### src/rtl/pipe_pkg.sv
// Shared definitions for the pipeline stage latch: state encoding,
// control-bundle reset fill and an occupancy helper.
package pipe_pkg;

  // Latch state: nothing held, main entry held, main plus skid held.
  typedef enum logic [1:0] {
    EMPTY = 2'b00,
    FULL  = 2'b01,
    SKID  = 2'b11
  } pipeState_t;

  // Fill bit for the control bundle on reset and bubbles (all zeros).
  localparam logic CTRL_RST_FILL = 1'b0;

  // Entries held in each state: EMPTY=0, FULL=1, SKID=2.
  function automatic logic [1:0] occupancyOf(input pipeState_t s);
    return {s[1], s[0] & ~s[1]};
  endfunction

endpackage

### src/rtl/pipe_entry_reg.sv
// One latch entry: valid flag plus control and data bundles.
// Reset zeroes everything; clear drops only the valid flag.
module pipe_entry_reg
  import pipe_pkg::*;
#(
  parameter int DATA_W = 16,
  parameter int CTRL_W = 8
) (
  input  logic              clk,
  input  logic              rst,
  input  logic              clear,
  input  logic              load,
  input  logic              dValid,
  input  logic [CTRL_W-1:0] dCtrl,
  input  logic [DATA_W-1:0] dData,
  output logic              qValid,
  output logic [CTRL_W-1:0] qCtrl,
  output logic [DATA_W-1:0] qData
);

  // Entry register: reset > clear > load; otherwise hold.
  always_ff @(posedge clk) begin
    if (rst) begin
      qValid <= 1'b0;
      qCtrl  <= {CTRL_W{CTRL_RST_FILL}};
      qData  <= '0;
    end else if (clear) begin
      qValid <= 1'b0;
    end else if (load) begin
      qValid <= dValid;
      qCtrl  <= dCtrl;
      qData  <= dData;
    end
  end

endmodule

### src/rtl/pipe_latch_skid.sv
// Parametrised inter-stage pipeline latch with valid/ready handshake,
// one-entry skid buffer, flush, bubble masking and a stall counter.
module pipe_latch_skid
  import pipe_pkg::*;
#(
  parameter int DATA_W              = 16,
  parameter int CTRL_W              = 8,
  parameter bit ZERO_CTRL_ON_BUBBLE = 1'b1,
  parameter int CNT_W               = 8
) (
  input  logic              clk,
  input  logic              rst,
  input  logic              flush,
  input  logic              in_valid,
  output logic              in_ready,
  input  logic [DATA_W-1:0] in_data,
  input  logic [CTRL_W-1:0] in_ctrl,
  output logic              out_valid,
  input  logic              out_ready,
  output logic [DATA_W-1:0] out_data,
  output logic [CTRL_W-1:0] out_ctrl,
  output logic [1:0]        occupancy,
  output logic [CNT_W-1:0]  stall_cnt
);

  pipeState_t state, nextState;

  logic              mainValid, skidValid;
  logic [CTRL_W-1:0] mainCtrl, skidCtrl;
  logic [DATA_W-1:0] mainData, skidData;

  logic              mainLoad, mainClear, mainFromSkid;
  logic              skidLoad, skidClear;
  logic [CTRL_W-1:0] mainCtrlIn;
  logic [DATA_W-1:0] mainDataIn;

  // Ready comes only from the skid register, never from out_ready.
  assign in_ready  = !skidValid;
  assign out_valid = mainValid;
  assign out_data  = mainData;
  assign occupancy = occupancyOf(state);

  // Output control bundle, optionally masked to zero on bubbles.
  always_comb begin
    out_ctrl = mainCtrl;
    if (ZERO_CTRL_ON_BUBBLE && !mainValid)
      out_ctrl = {CTRL_W{CTRL_RST_FILL}};
  end

  // State register.
  always_ff @(posedge clk) begin
    if (rst) state <= EMPTY;
    else     state <= nextState;
  end

  // Next state and entry load/clear controls; flush overrides all moves.
  always_comb begin
    nextState    = state;
    mainLoad     = 1'b0;
    mainClear    = 1'b0;
    mainFromSkid = 1'b0;
    skidLoad     = 1'b0;
    skidClear    = 1'b0;
    case (state)
      EMPTY: begin
        if (in_valid) begin
          mainLoad  = 1'b1;
          nextState = FULL;
        end
      end
      FULL: begin
        if (out_ready && in_valid) begin
          mainLoad = 1'b1;
        end else if (out_ready) begin
          mainClear = 1'b1;
          nextState = EMPTY;
        end else if (in_valid) begin
          skidLoad  = 1'b1;
          nextState = SKID;
        end
      end
      SKID: begin
        if (out_ready) begin
          mainLoad     = 1'b1;
          mainFromSkid = 1'b1;
          skidClear    = 1'b1;
          nextState    = FULL;
        end
      end
      default: begin
        mainClear = 1'b1;
        skidClear = 1'b1;
        nextState = EMPTY;
      end
    endcase
    if (flush) begin
      mainLoad  = 1'b0;
      skidLoad  = 1'b0;
      mainClear = 1'b1;
      skidClear = 1'b1;
      nextState = EMPTY;
    end
  end

  // Main entry source: the skid beat when draining, else the input.
  always_comb begin
    mainCtrlIn = in_ctrl;
    mainDataIn = in_data;
    if (mainFromSkid) begin
      mainCtrlIn = skidCtrl;
      mainDataIn = skidData;
    end
  end

  pipe_entry_reg #(
    .DATA_W(DATA_W),
    .CTRL_W(CTRL_W)
  ) uMain (
    .clk    (clk),
    .rst    (rst),
    .clear  (mainClear),
    .load   (mainLoad),
    .dValid (1'b1),
    .dCtrl  (mainCtrlIn),
    .dData  (mainDataIn),
    .qValid (mainValid),
    .qCtrl  (mainCtrl),
    .qData  (mainData)
  );

  pipe_entry_reg #(
    .DATA_W(DATA_W),
    .CTRL_W(CTRL_W)
  ) uSkid (
    .clk    (clk),
    .rst    (rst),
    .clear  (skidClear),
    .load   (skidLoad),
    .dValid (1'b1),
    .dCtrl  (in_ctrl),
    .dData  (in_data),
    .qValid (skidValid),
    .qCtrl  (skidCtrl),
    .qData  (skidData)
  );

  // Saturating count of stalled output cycles; only rst clears it.
  always_ff @(posedge clk) begin
    if (rst)
      stall_cnt <= '0;
    else if (mainValid && !out_ready && (stall_cnt != '1))
      stall_cnt <= stall_cnt + CNT_W'(1);
  end

endmodule

### config.mk
export PLATFORM = sky130hd
export DESIGN_NAME = pipe_latch_skid
export DESIGN_NICKNAME = d
export VERILOG_FILES = /design/src/rtl/pipe_pkg.sv /design/src/rtl/pipe_entry_reg.sv /design/src/rtl/pipe_latch_skid.sv
export SDC_FILE = /design/constraint.sdc
export NUM_CORES = 1
export LEC_CHECK = 0
export CORE_ASPECT_RATIO = 1.5
export CORE_MARGIN = 1
export CORE_UTILIZATION = 35
export CTS_CLUSTER_DIAMETER = 30
export DETAILED_ROUTE_END_ITERATION = 7
export SETUP_SLACK_MARGIN = 0.2
export SLEW_MARGIN = 20
export SYNTH_ARGS = -nofsm -noshare
export SYNTH_HDL_FRONTEND = slang
export SYNTH_SLANG_ARGS = --single-unit
### constraint.sdc
create_clock -name clk -period 1.94 [get_ports clk]
set_input_delay 0.194 -clock clk [delete_from_list [all_inputs] [get_ports clk]]
set_output_delay 0.194 -clock clk [all_outputs]
set_load 0.02 [all_outputs]
* Word-level counts from Yosys, hierarchy flattened
Cells that the tools add are included.
** Cells by class
- Multipliers :: 0
- Bitwise operators :: 4
- Div/mod/pow operators :: 0
- Add/subtract/negate cells :: 1
- Mux-type cells :: 24
- Equal/unequal tests :: 7
- Shift operators :: 0
- Order comparisons :: 0
- Reduce and logical (&&, ||, !) cells :: 14
** Operators with widths (number)
- $mux W16 :: 1
- $mux W8 :: 2
- $mux W1 :: 12
- $mux W2 :: 5
- $reduce_or A2 Y1 :: 5
- $add A8 B1 Y8 const B :: 1
- $ne A8 B8 Y1 const B :: 1
- $ne A2 B2 Y1 const B :: 3
- $pmux W2 S3 :: 1
- $pmux W1 S2 :: 2
- $reduce_and A2 Y1 :: 2
- $reduce_and A4 Y1 :: 1
- $logic_and A1 B1 Y1 :: 3
- $ne A3 B3 Y1 const B :: 1
- $not A1 Y1 :: 3
- $pmux W1 S3 :: 1
- $eq A2 B1 Y1 const B :: 1
- $eq A2 B2 Y1 const B :: 1
- $logic_not A1 Y1 :: 2
- $logic_not A2 Y1 :: 1
- $and A1 B1 Y1 :: 1
** Storage, ports and cells
- Memory bits (read-only) :: 0
- Memories kept :: 0
- Register bits :: 60
- Output and inout bits :: 36
- Logic and storage cells :: 58
- Input port bits :: 29
- Bits in writable memories :: 0
- Bits in latches :: 0

* Logic depth before layout (Yosys ltp)
- Word-level depth :: 6
- Gate-level depth with buffers :: 8
- Mapped depth without buffers :: 6

* Hierarchy
A second synthesis with hierarchy kept.
** Second synthesis, totals
- Cells, all modules :: 339
- Area, all modules :: 3460.8 µm²
** Modules (own cells, without submodules)
- pipe_entry_reg :: cells each 111, times used 2, area an instance 1233.7 µm², seq. area each 500.5 µm²
- pipe_latch_skid :: cells each 117, times used 1, area an instance 993.5 µm², seq. area each 200.2 µm²

* Worst setup path before layout
Ideal clock, no wire load.
- Path type :: register -> register
- From :: reg state[1]
- To :: reg uMain.qData[10]
- Arrival :: 1.632 ns
- Slack :: 0.170 ns
- Stages on the path, launching flop included :: 8
- Setup time :: 0.138 ns
- Period minus slack after synthesis :: 1.770 ns
- Required time :: 1.802 ns
- Path buffers :: 2
- Path through :: dfxtp_1 > inv_1 > ha_1 > nand3_1 > a31oi_4 > buf_6 > buf_4 > a311oi_2
** On the way
- Longest elaborated chain between the ends :: 6
- Elaborated cells between the ends (all ways) :: 12
- Classes of those cells :: eq/ne (2); mux (6); bitwise (1); reduce/logical (3)
** RTL lines
- from (decl) :: RTL line pipe_latch_skid.sv:26 : pipeState_t state, nextState;
- from (signal assigned) :: RTL line pipe_latch_skid.sv:53 : else state <= nextState;
- $eq A2 B2 Y1 or $logic_not A2 Y1 (tied branches) :: RTL line pipe_latch_skid.sv:64 : case (state)
- $reduce_or A2 Y1 (no line)
- $pmux W1 S2 :: RTL line pipe_latch_skid.sv:64
- $mux W1 :: RTL line pipe_latch_skid.sv:96 : if (flush) begin
- $not A1 Y1 (no line)
- $reduce_and A2 Y1 (no line)
- to (signal assigned) :: RTL line pipe_entry_reg.sv:32 : qData <= dData;
- to (decl) :: RTL line pipe_entry_reg.sv:18 : output logic [DATA_W-1:0] qData
Parallel ways exist; a longest one is shown, timed or not.
A chain may end at the register's enable or synchronous reset.

* Worst setup path in the final report
- From :: reg state[0]
- To :: reg uMain.qData[13]
Same word-level chain as after synthesis.

==> impl_metrics.json <==
{
  "drtAntennaViolNets": 0,
  "nNetsFinal": 408,
  "timing.clock.skew_ns": 0.006579,
  "grt_pass1_vias": 2246,
  "io_buffer_count": 64,
  "wl_per_cell_um": 14.56,
  "areaGrowthSynthToFinish_pct": 43.42,
  "maxSlewHeadroom_pct": 67.60,
  "total_power_uw": 3415,
  "place.gp.congestion": 0.8502,
  "synth_top_area_cell": "dfxtp_1",
  "drc_errors": 0,
  "gr-total-overflow": 0,
  "drive_gt1_share_pct": 16.14,
  "worst-setup-path-type": "reg -> reg",
  "cts_buffers": 9,
  "max_freq_ghz": 0.6042,
  "worstHoldPathType": "in -> reg",
  "antenna_found_initial": 0,
  "die_width_um": 75.57,
  "yosysMostFrequentCell": "dfxtp_1",
  "drv_cap": 0,
  "start_util_pct": 36.62,
  "synthTopCellsByCount": "60 x dfxtp_1, 53 x nand2_1, 51 x a21oi_1, 27 x mux2i_1, 18 x a311oi_1",
  "grt_pass1_wl_mm": 10.74,
  "dr.pass1.iters": 4,
  "tns_ns": 0,
  "cts_buffer_depth": 2,
  "netlist_instances": 308,
  "die_y_um": 112.4,
  "fp.coreArea_um2": 7759,
  "worstPathRequired_ns": 2.17,
  "multi_input_area_um2": 1509,
  "dpl_worst_slack_ns": 0.03871,
  "finalWorstSetupSlack_ns": 0.2848,
  "critPathCaptureType": "flip-flop",
  "cp_slowest_stage_delay_ns": 0.37,
  "ys_async_sr_fraction_pct": 0,
  "yosys_register_bits": 60,
  "crit_chain": "inv_2 > ha_4 > nand2b_4 > and3b_4 > buf_4 > clkbuf_16 > a311oi_1",
  "h-tree-depth": 3,
  "tritoncts": "done",
  "syn_avg_cell_area_um2": 9.226,
  "cp-start-kind": "flip-flop",
  "n_antenna_cell": 0,
  "rsz0062_at_grt": "no",
  "synth_flop_cell": "dfxtp_1",
  "num_vias": 2439,
  "clk_pin_slew_ns": 0.05,
  "ios": 65,
  "final_area_um2": 4075,
  "clockRootBuffer": "clkbuf_16",
  "finalHoldViolations": 0,
  "setup_viol": 0,
  "synth_edf_count": 0,
  "drt_iter0_drc": 131,
  "irDropWorstVdd_v": 0.0006439,
  "place_area_um2": 3577,
  "min_period_ns": 1.655,
  "power_density_nw_per_um2": 838.1,
  "grt_use_total_pct": 16.68,
  "cp_slowest_cell": "dfxtp_2",
  "dieArea_um2": 8490,
  "viasPerCell": 5.081,
  "cp_data_arrival_time_ns": 1.89,
  "fill_cells": 705,
  "yosysUniqueCellTypes": 41,
  "std_cell_rows": 39,
  "grt_max_degree": 30,
  "ys_top_cells_by_area": "dfxtp_1 42%, mux2i_1 9.5%, a21oi_1 9.0%",
  "ys_warn_count": 0,
  "maxSlewViolCount": 0,
  "clock_latency_ns": 0.32,
  "ff_latch_area_um2": 1207,
  "cts_sinks": 60,
  "synth_area_um2": 2841,
  "dp_hpwl_mm": 4.214,
  "routed_wl_mm": 6.987,
  "worstMarginPinSlew_ns": 0.4860,
  "postSynthNetCount": 343,
  "period_share_pct": 85.32,
  "yosysSeqAreaShare_pct": 42.27,
  "synth_top_area_share_pct": 42.27,
  "status": "finished, final reports clean",
  "p_leak_uw": 0.001694,
  "critPathMaxFanout": 13
}
[cells by family after synthesis]
| kind of cell | Yosys count | synth area share (%) |
|---|---|---|
| adder cells (fa/ha/maj) | 6 | 2.642 |
| XOR/XNOR | 2 | 0.6166 |
| AND/OR/NAND/NOR | 91 | 15.94 |
| buffers and inverters | 34 | 7.442 |
| AO/OA/AOI/OAI | 88 | 21.58 |
| flip-flops | 60 | 42.27 |
| multiplexers | 27 | 9.511 |
[worst paths after layout]
kind,depth (start not counted),from,slack [ns],endpoint
setup / recovery,7,state[0],0.28,uMain.qData[13]
hold reg to reg,2,uSkid.qValid,0.45,uSkid.qValid
setup reg to reg,7,state[0],0.28,uMain.qData[13]
hold / removal,2,rst,0.22,stall_cnt[0]
[report_power, final]
group,internal (uW),switching [uW]
logic,268,257
clock network,999,573
registers,1290,32.9
total,2550,863
[per-stage QoR]
| step | hold slack, ns | util (%) | std cells |
|---|---|---|---|
| 2_1_floorplan | 0.2709 | - | 308 |
| 3_5_place_dp | 0.4443 | 46.11 | 459 |
| 4_1_cts | 0.2101 | 50.46 | 476 |
| 3_3_place_gp | 0.4407 | 46.11 | 459 |
| 5_1_grt | 0.2298 | 52.52 | 480 |
| 6_report | 0.2202 | 52.52 | 480 |
[critical path, delay by kind of cell, from the launching register on]
kind                     cells  cell delay (ns)
buffers and inverters        3             0.40
flip-flops                   1             0.37
adder cells (fa/ha/maj)      1             0.28
AND/OR/NAND/NOR              2             0.27
AO/OA/AOI/OAI                1             0.24
[sequential cells by signal (all words and copies together) (netlist names)]
| signal | count |
|---|---|
| uMain.qCtrl | 8 |
| uSkid.qData | 16 |
| uMain.qValid | 1 |
| state | 2 |
| uSkid.qCtrl | 8 |
| stall_cnt | 8 |
| uSkid.qValid | 1 |
| uMain.qData | 16 |
[metal layers]
metal | vias up | routed length (um) | track usage, %
li1 | 1236 | - | -
met1 | 1161 | 2987 | 20.93
met2 | 36 | 3728 | 27.44
met3 | 6 | 191 | 3.232
met4 | 0 | 79 | 6.667
met5 | - | 0 | 0
[placed cells by master, fill, tap and decap left out, types with 2 or more instances in the layout]
cell type        count
nor2_1               5
dfxtp_1             57
clkbuf_16           12
o21ai_0              3
and4_1               2
mux2i_1             27
a21oi_1             51
dlymetal6s2s_1       4
inv_1                6
nand4_1              3
a31oi_1              2
or3_1                2
and2_1               8
and3_1               2
nand2_1             53
inv_6                2
dlygate4sd2_1        5
buf_12               5
a311oi_2            13
nand3_1              3
clkdlybuf4s50_1     54
ha_1                 4
nor3_1               3
a311oi_1            12
buf_4                7
clkinv_2             2
dfxtp_2              2
ha_4                 2
[layout make-up]
| cell class | instances | share of cell area, % |
|---|---|---|
| tap | 102 | 3.132 |
| timing repair buffer | 80 | 22.08 |
| inverter | 8 | 0.7983 |
| clock inverter | 7 | 1.811 |
| sequential | 60 | 29.63 |
| multi-input combinational | 214 | 37.03 |
| clock buffer | 9 | 5.527 |
[repair_timing]
action,in CTS,in global routing
endpoints found under the setup margin,33,29
endpoints found under the hold margin,0,0
pin swaps,0,6
gates cloned,1,3
buffers inserted,0,1
hold buffers,0,0
resized for setup,8,18
Note: power is estimated with default switching activity, not from simulation.
